$ cat src/rtl/score_keeper_if.sv
// Score interface: game events toward the score keeper and the score/status it publishes.
// The score keeper sits on the slave side; game logic or a testbench sits on the master side.
interface score_keeper_if;
    logic       start;
    logic       brick_hit;
    logic [1:0] brick_type;
    logic       paddle_hit;
    logic       ball_lost;
    logic [9:0] score;
    logic [1:0] lives;
    logic [2:0] combo;
    logic       playing;
    logic       game_over;
    logic       score_update;

    modport master (
        output start, brick_hit, brick_type, paddle_hit, ball_lost,
        input  score, lives, combo, playing, game_over, score_update
    );

    modport slave (
        input  start, brick_hit, brick_type, paddle_hit, ball_lost,
        output score, lives, combo, playing, game_over, score_update
    );
endinterface

$ cat src/rtl/score_keeper.sv
// Game score keeper: accumulates brick points scaled by a combo multiplier,
// tracks lives and the IDLE/PLAY/OVER game state. All outputs are registered.
module score_keeper #(
    parameter int MAX_SCORE  = 999,
    parameter int LIVES_INIT = 3,
    parameter int COMBO_MAX  = 4
) (
    input  logic           clock,
    input  logic           reset,
    score_keeper_if.slave  sk
);
    typedef enum logic [1:0] {
        IDLE = 2'b00,
        PLAY = 2'b01,
        OVER = 2'b10
    } state_t;

    localparam logic [9:0] SCORE_CEIL = 10'(MAX_SCORE);
    localparam logic [1:0] LIVES_RST  = 2'(LIVES_INIT);
    localparam logic [2:0] COMBO_TOP  = 3'(COMBO_MAX);

    state_t     state_q, state_d;
    logic [9:0] score_q, score_d;
    logic [1:0] lives_q, lives_d;
    logic [2:0] combo_q, combo_d;
    logic       playing_q, game_over_q, update_q;

    logic [3:0]  base_pts;
    logic [6:0]  points;
    logic [10:0] sum;
    logic [9:0]  clamped;

    always_comb begin
        base_pts = 4'd1;
        case (sk.brick_type)
            2'b00:   base_pts = 4'd1;
            2'b01:   base_pts = 4'd2;
            2'b10:   base_pts = 4'd5;
            default: base_pts = 4'd10;
        endcase
    end

    // Sum is one bit wider than the score so the clamp sees a true overflow.
    assign points  = 7'(base_pts) * 7'(combo_q);
    assign sum     = {1'b0, score_q} + 11'(points);
    assign clamped = (sum > 11'(SCORE_CEIL)) ? SCORE_CEIL : sum[9:0];

    always_comb begin
        state_d = state_q;
        score_d = score_q;
        lives_d = lives_q;
        combo_d = combo_q;
        case (state_q)
            IDLE, OVER: begin
                if (sk.start) begin
                    state_d = PLAY;
                    score_d = 10'd0;
                    lives_d = LIVES_RST;
                    combo_d = 3'd1;
                end
            end
            PLAY: begin
                if (sk.start) begin
                    score_d = 10'd0;
                    lives_d = LIVES_RST;
                    combo_d = 3'd1;
                end else begin
                    if (sk.brick_hit) begin
                        score_d = clamped;
                        combo_d = (combo_q >= COMBO_TOP) ? COMBO_TOP : combo_q + 3'd1;
                    end
                    // Paddle or lost ball resets the combo even when a brick scores.
                    if (sk.paddle_hit || sk.ball_lost) begin
                        combo_d = 3'd1;
                    end
                    if (sk.ball_lost && (lives_q != 2'd0)) begin
                        lives_d = lives_q - 2'd1;
                        if (lives_q == 2'd1) begin
                            state_d = OVER;
                        end
                    end
                end
            end
            default: state_d = IDLE;
        endcase
    end

    always_ff @(posedge clock or negedge reset) begin
        if (!reset) begin
            state_q     <= IDLE;
            score_q     <= 10'd0;
            lives_q     <= LIVES_RST;
            combo_q     <= 3'd1;
            playing_q   <= 1'b0;
            game_over_q <= 1'b0;
            update_q    <= 1'b0;
        end else begin
            state_q     <= state_d;
            score_q     <= score_d;
            lives_q     <= lives_d;
            combo_q     <= combo_d;
            playing_q   <= (state_d == PLAY);
            game_over_q <= (state_d == OVER);
            update_q    <= (score_d != score_q);
        end
    end

    assign sk.score        = score_q;
    assign sk.lives        = lives_q;
    assign sk.combo        = combo_q;
    assign sk.playing      = playing_q;
    assign sk.game_over    = game_over_q;
    assign sk.score_update = update_q;
endmodule

$ cat src/flat_wrapper.sv
// flat-port wrapper written by rule: the top's interface ports become plain ports
module score_keeper_flat 
#(
    parameter int MAX_SCORE  = 999,
    parameter int LIVES_INIT = 3,
    parameter int COMBO_MAX  = 4
)
  (clock, reset, sk_start, sk_brick_hit, sk_brick_type, sk_paddle_hit, sk_ball_lost, sk_score, sk_lives, sk_combo, sk_playing, sk_game_over, sk_score_update);
  score_keeper_if sk_i ();
  input  logic clock;
  input  logic reset;
  input wire logic [$bits(sk_i.start)-1:0] sk_start;
  input wire logic [$bits(sk_i.brick_hit)-1:0] sk_brick_hit;
  input wire logic [$bits(sk_i.brick_type)-1:0] sk_brick_type;
  input wire logic [$bits(sk_i.paddle_hit)-1:0] sk_paddle_hit;
  input wire logic [$bits(sk_i.ball_lost)-1:0] sk_ball_lost;
  output wire logic [$bits(sk_i.score)-1:0] sk_score;
  output wire logic [$bits(sk_i.lives)-1:0] sk_lives;
  output wire logic [$bits(sk_i.combo)-1:0] sk_combo;
  output wire logic [$bits(sk_i.playing)-1:0] sk_playing;
  output wire logic [$bits(sk_i.game_over)-1:0] sk_game_over;
  output wire logic [$bits(sk_i.score_update)-1:0] sk_score_update;
  assign sk_i.start = sk_start;
  assign sk_i.brick_hit = sk_brick_hit;
  assign sk_i.brick_type = sk_brick_type;
  assign sk_i.paddle_hit = sk_paddle_hit;
  assign sk_i.ball_lost = sk_ball_lost;
  assign sk_score = sk_i.score;
  assign sk_lives = sk_i.lives;
  assign sk_combo = sk_i.combo;
  assign sk_playing = sk_i.playing;
  assign sk_game_over = sk_i.game_over;
  assign sk_score_update = sk_i.score_update;
  score_keeper #(.MAX_SCORE(MAX_SCORE), .LIVES_INIT(LIVES_INIT), .COMBO_MAX(COMBO_MAX)) u_core (.clock(clock), .reset(reset), .sk(sk_i));
endmodule
$ cat config.mk
export PLATFORM = sky130hd
export DESIGN_NAME = score_keeper_flat
export DESIGN_NICKNAME = d
export VERILOG_FILES = /design/src/rtl/score_keeper_if.sv /design/src/rtl/score_keeper.sv /design/src/flat_wrapper.sv
export SDC_FILE = /design/constraint.sdc
export NUM_CORES = 1
export LEC_CHECK = 0
export ABC_AREA = 1
export CAP_MARGIN = 20
export CORE_ASPECT_RATIO = 0.7
export CORE_MARGIN = 2
export CORE_UTILIZATION = 64
export DETAILED_ROUTE_END_ITERATION = 8
export DONT_BUFFER_PORTS = 1
export GPL_TIMING_DRIVEN = 1
export PLACE_DENSITY = 0.89
export SYNTH_ARGS = -nofsm -noshare
export SYNTH_HDL_FRONTEND = slang
export SYNTH_SLANG_ARGS = --single-unit
$ cat constraint.sdc
create_clock -name clock -period 4.6 [get_ports clock]
set_input_delay 0.46 -clock clock [delete_from_list [all_inputs] [get_ports clock]]
set_output_delay 0.46 -clock clock [all_outputs]
set_load 0.02 [all_outputs]
==> summary.txt, run 1 <==
Synth
  – Synth Instances: 289
  – Synth Register Bits: 20
  – Mean Syn Cell Area: ~6.6 µm²
  – Synth Cell Area: 1900 µm²
  – Post-Syn Nets: 318
  – Yosys cell types: 23
  – Sequential area share after synthesis: a little over a quarter
  – Synthesis Warnings: 0

Detailed routing
  – Routed wire per std cell: roughly 14 µm
  – DR pass1 iterations: 4
  – Routed vias: around 1800
  – Vias per cell: around 5.5
  – DRT antenna net count: 0
  – DR DRC count: 0
  – Final WL: ~4.5 mm
  – DR iter-0 viols: ~110

Finish
  – Area Growth Syn to Fin: 5.20%
  – Filler cell count: approximately 240
  – Layout cell share with drive strength beyond 1: 6.53%
  – Inserted Diodes: 0
  – Final Util: 71.4%
  – Design Area, Final: 2000 µm²
  – Final nets: ~320

Worst setup path
  – CP max FO: 8
  – WP data required: 4.74 ns
  – Critical path endpoint category: register
  – Setup CP Type: reg -> reg
  – CP arrival: between 4 and 5 ns
  – Worst Setup Start Kind: register
  – Critical path's top delay family: simple AND/OR/NAND/NOR gates
  – Worst Path Buf+Inv: 4
  – CP Cell Sequence: inv_1, nor2_1, nand2_1, fa_1, inv_1, fa_1, inv_1, fa_1, inv_1, nand3_1, nand2_1, nand2_1, nand2_1, nand2_1, nor2_1, nand3_2, nand3_1, nand2_1, nand2_2, nand2_2, nand2_1, nand2_1, nor2_1, nand3_1
  – Crit-path slowest cell: dfstp_2
  – CP most frequent cell: nand2_1
  – CP max stage delay: 0.61 ns

Timing
  – Fin crit share: 88.2%
  – Endpoints failing hold: 0
  – Worst slew pin tran: slightly below 0.8 ns
  – Slew HR: approximately half
  – Setup_tns: 0 ns
  – Pins Over Slew Limit: 0
  – Skew final: 0.00713 ns
  – Final setup vio count: 0
  – Fmax: 246 MHz
  – RSZ-0062 raised after global routing: no
  – Minimum clock period: 4.06 ns

Power
  – Sequential power share: between 30% and 40%
  – Int Pwr: 519 µW
  – Psw: 589 µW
  – Switching share of power: 53.2%
  – Proportion of power drawn by the clock network: 12.3%
  – Pleak: 0.00113 µW
  – Max VDD drop: 0.313 mV
  – Comb pwr share: 53.4%
  – Total power per unit cell area: 554 nW/µm²

Clock network
  – Clock H-tree levels: 1
  – Clock sink count: 20
  – Num CTS Buffers: 3
  – Clk Latency, worst-skew pair: about 0.26 ns
  – PostCTS Resize Cnt: 0
  – Root buffer cell: clkbuf_8
  – Reg clk slew, reported paths: 0.07 ns
  – CTS tree: yes
  – CTS max path bufs: 2

Global route
  – Largest net degree at the start of global routing: 18
  – GR Util All Layers: 28.4%
  – GRT Residual Overflow: 0
  – Initial antenna violation count: 0
  – Global-route wire length before repair: 7.83 mm
  – Number of global-route vias before repair: 1753

Status
  – Status: completed

Die
  – Die X: 69.2 µm
  – Chip height: 49.6 µm
  – Core area: 2800 µm²
  – Die ar.: 3430 µm²
  – Ports: 26
  – Starting Density: 67.9%
  – Row cnt: 16

Placed design
  – Placer Congestion: between 0.9 and 1
  – Port buffer count: 0
  – Hpwl dp: 3.55 mm
  – DP Area: 1940 µm²

Job
  – Max Cap Viol: 0

Worst hold path
  – Hold Path Class: in -> async
[placed cells by master, fill, tap and decap left out, types with 4 or more instances in the layout]
cell      instances
a21oi_1          15
clkbuf_8          4
dfrtp_1          17
fa_1              7
ha_1             14
inv_1            56
nand2_1          79
nand2_2           7
nand3_1          35
nor2_1           27
o21ai_0          10
[repair_timing]
action | 4_1_cts | 5_1_grt
setup endpoints to repair | 0 | 0
hold buffers | 1 | 0
hold endpoints to repair | 17 | 0
setup buffers | 0 | 0
[final timing paths]
check / slack [ns] / cells after the start / to / from
max: 0.54 / 24 / u_core.sk.score_update$_DFF_PN0_ / u_core.sk.combo[0]$_DFFE_PN1P_
min: 0.04 / 0 / u_core.sk.lives[1]$_DFFE_PN1P_ / reset
max reg2reg: 0.54 / 24 / u_core.sk.score_update$_DFF_PN0_ / u_core.sk.combo[0]$_DFFE_PN1P_
min reg2reg: 0.56 / 2 / u_core.sk.lives[1]$_DFFE_PN1P_ / u_core.sk.lives[1]$_DFFE_PN1P_
max in group asynchronous: 3.40 / 1 / u_core.sk.combo[1]$_DFFE_PN0P_ / reset
min in group clock: 0.30 / 1 / u_core.sk.game_over$_DFF_PN0_ / sk_start
[cell usage after synthesis]
cell type | number | area [µm²]
o22ai_1 | 2 | 12.5
a21oi_1 | 15 | 75.1
nand4_1 | 1 | 6.26
nand2_1 | 79 | 297
nand3_2 | 2 | 20.0
dfrtp_1 | 17 | 425
a31oi_1 | 2 | 12.5
fa_1 | 7 | 140
dfstp_2 | 3 | 78.8
a21oi_2 | 1 | 8.76
nand3_1 | 35 | 175
clkbuf_1 | 3 | 11.3
ha_1 | 14 | 175
o21ai_2 | 1 | 8.76
nor2_1 | 27 | 101
xor2_1 | 1 | 8.76
or2_1 | 1 | 6.26
nand3b_1 | 3 | 22.5
nand2_2 | 7 | 43.8
nor2_2 | 1 | 6.26
or2_0 | 1 | 6.26
o21ai_0 | 10 | 50.1
inv_1 | 56 | 210
[sequential cells by signal (all words and copies together), names as in the netlist]
| register | cells |
|---|---|
| u_core.sk.combo | 3 |
| u_core.sk.score | 10 |
| u_core.sk.game_over | 1 |
| u_core.sk.lives | 2 |
| u_core.sk.score_update | 1 |
| u_core.state_q | 2 |
| u_core.sk.playing | 1 |
[layout make-up]
| type | instances | area, µm² | share of cell area [%] |
|---|---|---|---|
| clock buffer | 4 | 55.1 | 2.75 |
| timing repair buffer | 1 | 10.0 | 0.500 |
| tap | 36 | 45.0 | 2.25 |
| multi-input combinational | 210 | 1180 | 58.8 |
| sequential | 20 | 504 | 25.2 |
| inverter | 56 | 210 | 10.5 |
[cells by family after synthesis]
family	synth area share, %
AOI/OAI and AO/OA	8.82
xor gates and xnor gates	0.461
adders and majority gates	16.6
buffers and inverters	11.6
DFF	26.5
and+or+nand+nor	36.0
[power groups by stage]
stage	Combinational [µW]	Sequential (µW)	Clock [µW]
floorplan	460	359	0
global placement	551	381	0
detailed placement	574	382	0
CTS	583	380	136
global route	678	387	142
finish	591	380	136
[metrics by stage]
step                hold slack (ns)  instances  total power [µW]  setup WS (ns)
floorplan                     0.164        289               819          0.931
global placement              0.165        322               933          0.711
detailed placement            0.165        322               956          0.587
CTS                          0.0360        327              1100          0.549
global route                 0.0275        327              1210          0.244
finish                       0.0394        327              1110          0.541
[per-layer routing]
| layer | GRT usage [%] | up-vias | wire [µm] |
|---|---|---|---|
| li1 | - | 906 | - |
| met1 | 39.3 | 826 | 2090 |
| met2 | 45.8 | 74 | 2030 |
| met3 | 7.77 | 4 | 392 |
| met4 | 4.25 | 0 | 17 |
| met5 | 0 | - | 0 |
No activity file was read; power rests on OpenSTA's default activity.
==> inputs of run 2 (changes only) <==
Settings changed: ABC_AREA 1 to unset, PLACE_DENSITY 0.89 to 0.76.
==> summary.txt, run 2 <==
Status
  – Status: completed

Die
  – Die ar.: 3680 µm² (+7.3%)
  – Row cnt: 17 (+1)
  – Chip height: 51.4 µm (+3.6%)
  – Ports: 26 (unchanged)
  – Starting Density: 66.1% (-1.8 points)
  – Core area: 3110 µm² (+11%)
  – Die X: 71.7 µm (+3.6%)

Worst setup path
  – Worst Setup Start Kind: register
  – CP startpoint: u_core.sk.combo[2]$_DFFE_PN0P_
  – CP arrival: 4.15 ns (-0.05 ns)
  – CP max stage delay: 0.58 ns (-0.03 ns)
  – CP max FO: 8 (unchanged)
  – Crit-path slowest cell: dfrtp_1
  – Worst r2r src: u_core.sk.combo[2]$_DFFE_PN0P_
  – Critical path endpoint category: register
  – Setup CP Type: reg -> reg
  – CP Cell Sequence: nand2b_1, fa_1, inv_1, fa_1, inv_1, fa_1, nand2b_1, a21oi_1, xor2_1, nand4_4, o21ai_4, o32a_2, nand4_1
  – CP most frequent cell: fa_1
  – WP data required: 4.72 ns (-0.02 ns)

Clock network
  – Clk Latency, worst-skew pair: 0.25 ns (about the same)
  – Num CTS Buffers: 3 (unchanged)
  – CTS tree: yes
  – Reg clk slew, reported paths: 0.07 ns (about the same)
  – Clock H-tree levels: 1 (unchanged)
  – Root buffer cell: clkbuf_8
  – CTS max path bufs: 2 (unchanged)
  – Clock sink count: 20 (unchanged)

Power
  – Pleak: 0.000997 µW (-12%)
  – Max VDD drop: 0.285 mV (-8.9%)
  – Total power per unit cell area: 333 nW/µm² (-40%)
  – Total power: 702 µW (-37%)

Synth
  – Yosys top cell area share: 20.7% (-1.6 points)
  – Synthesis Warnings: 0 (unchanged)
  – Async set-reset flop share out of synthesis: 100% (unchanged)
  – Yosys cell types: 60 (+160%)
  – Synth top area cells: dfrtp_1 (21%), ha_1 (8.5%), fa_1 (6.8%), inv_1 (5.3%), nand2_1 (4.8%)
  – Post-Syn Nets: 276 (-13%)
  – Mean Syn Cell Area: 8.31 µm² (+26%)
  – Synth Register Bits: 20 (unchanged)
  – Post-synth EDFFs: 0 (unchanged)
  – Sequential area share after synthesis: 24.6% (-1.9 points)
  – Top cells by count, synth: inv_1 (29), nand2_1 (26), a21oi_1 (18), dfrtp_1 (17), ha_1 (14)
  – Synth Instances: 247 (-15%)
  – Dominant synthesized flop cell: dfrtp_1
  – Synth Cell Area: 2050 µm² (+7.9%)
  – Most common cell in the synthesized netlist: inv_1
  – Largest area contributor in the netlist: dfrtp_1

Placed design
  – DP Area: 2060 µm² (+6.3%)
  – Port buffer count: 0 (unchanged)
  – Placer Congestion: 0.906 (-1.3%)
  – Pre-CTS setup slack: 0.595 ns (+0.00738 ns)
  – Hpwl dp: 3.89 mm (+9.6%)

Global route
  – Initial antenna violation count: 0 (unchanged)
  – Largest net degree at the start of global routing: 18 (unchanged)
  – Number of global-route vias before repair: 1656 (-5.5%)
  – GRT Residual Overflow: 0 (unchanged)
  – Global-route wire length before repair: 8.10 mm (+3.4%)
  – GR Util All Layers: 28.5% (+0.087 points)

Detailed routing
  – DRT antenna net count: 0 (unchanged)
  – Vias per cell: 6.58 (+19%)
  – DR iter-0 viols: 157 (+39%)
  – DR DRC count: 0 (unchanged)
  – Routed wire per std cell: 17.8 µm (+29%)
  – Met2 wire len: 2.22 mm (+9.5%)
  – DR pass1 iterations: 4 (unchanged)
  – DRT met1 WL: 2.41 mm (+15%)
  – Routed wl met3: 332 µm (-15%)
  – Routed vias: 1842 (+1.8%)
  – Final WL: 4.99 mm (+10%)
  – Top layer in use: met4

Timing
  – RSZ-0062 raised after global routing: no
  – Endpoints failing hold: 0 (unchanged)
  – Worst slew pin tran: 0.754 ns (-0.0205 ns)
  – Setup_tns: 0 ns (unchanged)
  – Pins Over Slew Limit: 0 (unchanged)
  – Slew HR: 49.6% (+1.4 points)
  – Final worst slack: 0.570 ns (+0.0291 ns)
  – Minimum clock period: 4.03 ns (-0.0291 ns)
  – Fmax: 248 MHz (+0.72%)
  – Skew final: 0.00122 ns (-0.00591 ns)
  – Fin crit share: 87.6% (-0.63 points)
  – Final setup vio count: 0 (unchanged)

Finish
  – Inserted Diodes: 0 (unchanged)
  – Most common cell after layout, fill and taps aside: inv_1
  – Max reg flops: 10 (unchanged)
  – Design Area, Final: 2110 µm² (+5.6%)
  – Area Growth Syn to Fin: 2.93%
  – Most frequent cells in the layout: inv_1 (29), nand2_1 (26), a21oi_1 (18), dfrtp_1 (17), ha_1 (14)
  – Final Util: 68.0% (-3.4 points)
  – Final nets: 272 (-15%)
  – Layout cell share with drive strength beyond 1: 7.44% (+0.91 points)

Job
  – Max Cap Viol: 0 (unchanged)

Worst hold path
  – Hold Path Class: in -> async
## run 2: cell count changes after synthesis, sizes merged, moves of 6 or more
cell	previous run	this run
and2	0	7
and3	0	6
inv	56	30
nand2	86	26
nand2b	0	9
nand3	37	4
nor2	28	13
nor2b	0	6
## run 2: kinds of logic (layout without fill, tap and decap cells)
family,count (synthesis),count (layout),share of synthesized area [%]
buf+inv,40,35,7.56
flops,20,20,24.6
xor+xnor,5,5,3.05
compound gates,73,73,26.6
simple gates,88,88,22.9
fa+ha+maj,21,21,15.4
## run 2: final cells by class
cell class / instances / area (µm²)
clock buffers: 4 / 45.0
fillers: 259 / 993
inverters: 30 / 113
multi-input cells: 187 / 1390
flip-flops and latches: 20 / 504
well taps: 38 / 47.5
repair buffers: 1 / 10.0
## run 2: through the flow
step / std cells / hold slack, ns
floorplan: 247 / 0.164
global placement: 275 / 0.165
detailed placement: 275 / 0.165
CTS: 280 / 0.0441
global route: 280 / 0.0313
finish: 280 / 0.0487
## run 2: metal layers
layer  vias up  global-route usage, %
met3         2                   3.75
met5         -                      0
li1        864                      -
met2        74                   43.4
met4         0                   4.72
met1       902                   43.8
## run 2: critical path: cells and delay by family, from the launching register on
kind	cells	cell delay, ns
fa+ha+maj	3	1.50
simple gates	4	0.67
compound gates	3	0.67
flops	1	0.58
xor+xnor	1	0.35
buf+inv	2	0.11
## run 2: where the power goes
| part | switching (µW) | internal (µW) | total, µW |
|---|---|---|---|
| clock | 49.9 | 61.3 | 111 |
| combinational | 176 | 118 | 294 |
| sequential | 83.7 | 213 | 297 |
| total | 310 | 392 | 702 |
## run 2: path summary, 6_finish.rpt
kind | to | slack, ns | cells past startpoint
min reg2reg | u_core.sk.lives[0]$_DFFE_PN1P_ | 0.58 | 1
min | u_core.sk.lives[0]$_DFFE_PN1P_ | 0.05 | 0
max | u_core.sk.score_update$_DFF_PN0_ | 0.57 | 13
min in group clock | u_core.state_q[1]$_DFF_PN0_ | 0.27 | 1
max in group asynchronous | u_core.sk.score[3]$_DFF_PN0_ | 3.41 | 1
max reg2reg | u_core.sk.score_update$_DFF_PN0_ | 0.57 | 13
## run 2: what timing repair did
item | CTS | global route
endpoints found under the hold margin | 17 | 0
resized for setup | 0 | 0
hold buffers | 1 | 0
setup buffers | 0 | 0
==> inputs of run 3 (changes only) <==
Settings changed: CORE_UTILIZATION 64 to 69, PLACE_DENSITY 0.76 to 0.81.
Clock period 4.6 ns to 4.7 ns, I/O delays scaled along.
==> summary.txt, run 3 (synthesis gave the netlist of run 2 again) <==
Status
  – Status: completed

Detailed routing
  – DR DRC count: 0 (unchanged)
  – Final WL: 4.86 mm (-2.7%)
  – Routed wire per std cell: 17.5 µm (-2.0%)
  – Routed vias: 1843 (+0.054%)
  – DRT met1 WL: 2.36 mm (-2.3%)
  – DRT antenna net count: 0 (unchanged)
  – Met2 wire len: 1.88 mm (-15%)
  – Top layer in use: met4
  – DR iter-0 viols: 271 (+73%)
  – Routed wl met3: 554 µm (+67%)
  – DR pass1 iterations: 7 (+3)
  – Vias per cell: 6.63 (+0.77%)

Timing
  – Final setup vio count: 0 (unchanged)
  – Worst slew pin tran: 0.772 ns (+0.0177 ns)
  – Pins Over Slew Limit: 0 (unchanged)
  – Minimum clock period: 4.08 ns (+0.0501 ns)
  – Skew final: 0.00400 ns (+0.00279 ns)
  – Setup_tns: 0 ns (unchanged)
  – Fin crit share: 86.8% (-0.80 points)
  – Endpoints failing hold: 0 (unchanged)
  – RSZ-0062 raised after global routing: no
  – Fmax: 245 MHz (-1.2%)
  – Slew HR: 48.4% (-1.2 points)

Power
  – Pleak: 0.00101 µW (+1.3%)
  – Max VDD drop: 0.200 mV (-30%)
  – Total power per unit cell area: 349 nW/µm² (+5.0%)

Die
  – Die X: 69.2 µm (-3.5%)
  – Die ar.: 3430 µm² (-6.8%)
  – Chip height: 49.6 µm (-3.4%)
  – Core area: 2820 µm² (-9.1%)
  – Ports: 26 (unchanged)
  – Row cnt: 16 (-1)
  – Starting Density: 72.7% (+6.6 points)

Finish
  – Layout cell share with drive strength beyond 1: 7.85% (+0.41 points)
  – Filler cell count: 206 (-20%)
  – Final nets: 272 (unchanged)
  – Area Growth Syn to Fin: 4.09%
  – Most common cell after layout, fill and taps aside: inv_1
  – Most frequent cells in the layout: inv_1 (29), nand2_1 (26), a21oi_1 (18), dfrtp_1 (17), ha_1 (14)
  – Post-route insts no fill: 278 (-0.71%)
  – Max reg flops: 10 (unchanged)
  – Inserted Diodes: 0 (unchanged)

Clock network
  – Clock H-tree levels: 1 (unchanged)
  – Postcts setup bufs: 0 (unchanged)
  – CTS tree: yes
  – Root buffer cell: clkbuf_8
  – Clock sink count: 20 (unchanged)
  – Clk Latency, worst-skew pair: 0.27 ns (+0.02 ns)
  – Reg clk slew, reported paths: 0.08 ns (about the same)
  – CTS max path bufs: 2 (unchanged)
  – Num CTS Buffers: 3 (unchanged)

Global route
  – Number of global-route vias before repair: 1701 (+2.7%)
  – GR Util All Layers: 30.3% (+1.8 points)
  – Initial antenna violation count: 0 (unchanged)
  – Largest net degree at the start of global routing: 18 (unchanged)
  – GRT Residual Overflow: 0 (unchanged)
  – Global-route wire length before repair: 8.27 mm (+2.0%)

Worst setup path
  – WP data required: 4.83 ns (+0.11 ns)
  – R2R Setup Slk: 0.62 ns (+0.05 ns)
  – Critical path endpoint category: register
  – Reg-to-Reg End: u_core.sk.score_update$_DFF_PN0_
  – CP startpoint: u_core.sk.combo[2]$_DFFE_PN0P_
  – Worst-case reg-to-reg path depth: 13 (unchanged)
  – End of the critical path: u_core.sk.score_update$_DFF_PN0_
  – Worst r2r src: u_core.sk.combo[2]$_DFFE_PN0P_
  – Worst Setup Start Kind: register
  – CP max FO: 8 (unchanged)
  – Setup CP Type: reg -> reg
  – CP arrival: 4.21 ns (+0.06 ns)

Job
  – Max Cap Viol: 0 (unchanged)

Placed design
  – Port buffer count: 0 (unchanged)
  – Placed cells: 273 (-0.73%)
  – Placer Congestion: 0.969 (+6.9%)
  – Hpwl dp: 3.69 mm (-5.0%)

Worst hold path
  – Hold Path Class: in -> async
==> run 3: how the worst min path moves through the flow <==
stage / startpoint / cells past startpoint / end / slack [ns]
after global placement: reset / 0 / u_core.sk.playing$_DFF_PN0_ / 0.17
after CTS: reset / 0 / u_core.sk.lives[0]$_DFFE_PN1P_ / 0.04
after detailed placement: reset / 0 / u_core.sk.game_over$_DFF_PN0_ / 0.17
after global routing: reset / 0 / u_core.sk.lives[0]$_DFFE_PN1P_ / 0.03
final: reset / 0 / u_core.sk.lives[0]$_DFFE_PN1P_ / 0.04
after floorplan: reset / 0 / u_core.sk.combo[1]$_DFFE_PN0P_ / 0.17
==> run 3: stage by stage <==
step | cell area, µm² | setup WS [ns] | hold slack (ns) | total power, µW | util (%)
global placement | 2050 | 0.732 | 0.175 | 552 | 72.8
floorplan | 2050 | 0.729 | 0.174 | 496 | -
CTS | 2140 | 0.647 | 0.0368 | 737 | 75.7
detailed placement | 2050 | 0.673 | 0.175 | 559 | 72.8
finish | 2140 | 0.620 | 0.0353 | 746 | 75.7
global route | 2140 | 0.487 | 0.0288 | 791 | 75.7
==> run 3: metal layers <==
| metal | vias to the layer above | track usage, % |
|---|---|---|
| met5 | - | 0 |
| met2 | 129 | 41.2 |
| met3 | 12 | 5.52 |
| met1 | 831 | 48.4 |
| li1 | 871 | - |
| met4 | 0 | 8.17 |
==> run 3: report_power, final <==
group / switching [µW] / leakage, µW / internal (µW)
registers: 79.8 / 0.000257 / 208
clock network: 62.0 / 0.0000357 / 114
logic: 168 / 0.000717 / 113
total: 310 / 0.00101 / 436
==> run 3: repair_timing <==
action,in CTS,in global routing
hold buffers,1,0
resized for setup,0,0
hold endpoints to repair,17,0
==> run 3: area by class of cell <==
cell class	count	area, µm²	area share [%]
Inverter	30	113	5.27
Clock buffer	3	41.3	1.93
Timing Repair Buffer	1	10.0	0.469
Multi-Input combinational cell	187	1390	65.2
Sequential cell	20	504	23.6
Clock inverter	1	30.0	1.41
Tap cell	36	45.0	2.11
==> run 3: critical path, stage by stage, from the launching register on <==
cell,delay [ns]
dfrtp_1,0.53
and2_1,0.23
fa_1,0.54
inv_1,0.05
fa_1,0.50
inv_1,0.04
ha_1,0.26
a211o_1,0.36
a221o_4,0.43
xnor2_4,0.19
and3_1,0.21
o31a_1,0.25
nor3_1,0.22
nand4_1,0.13
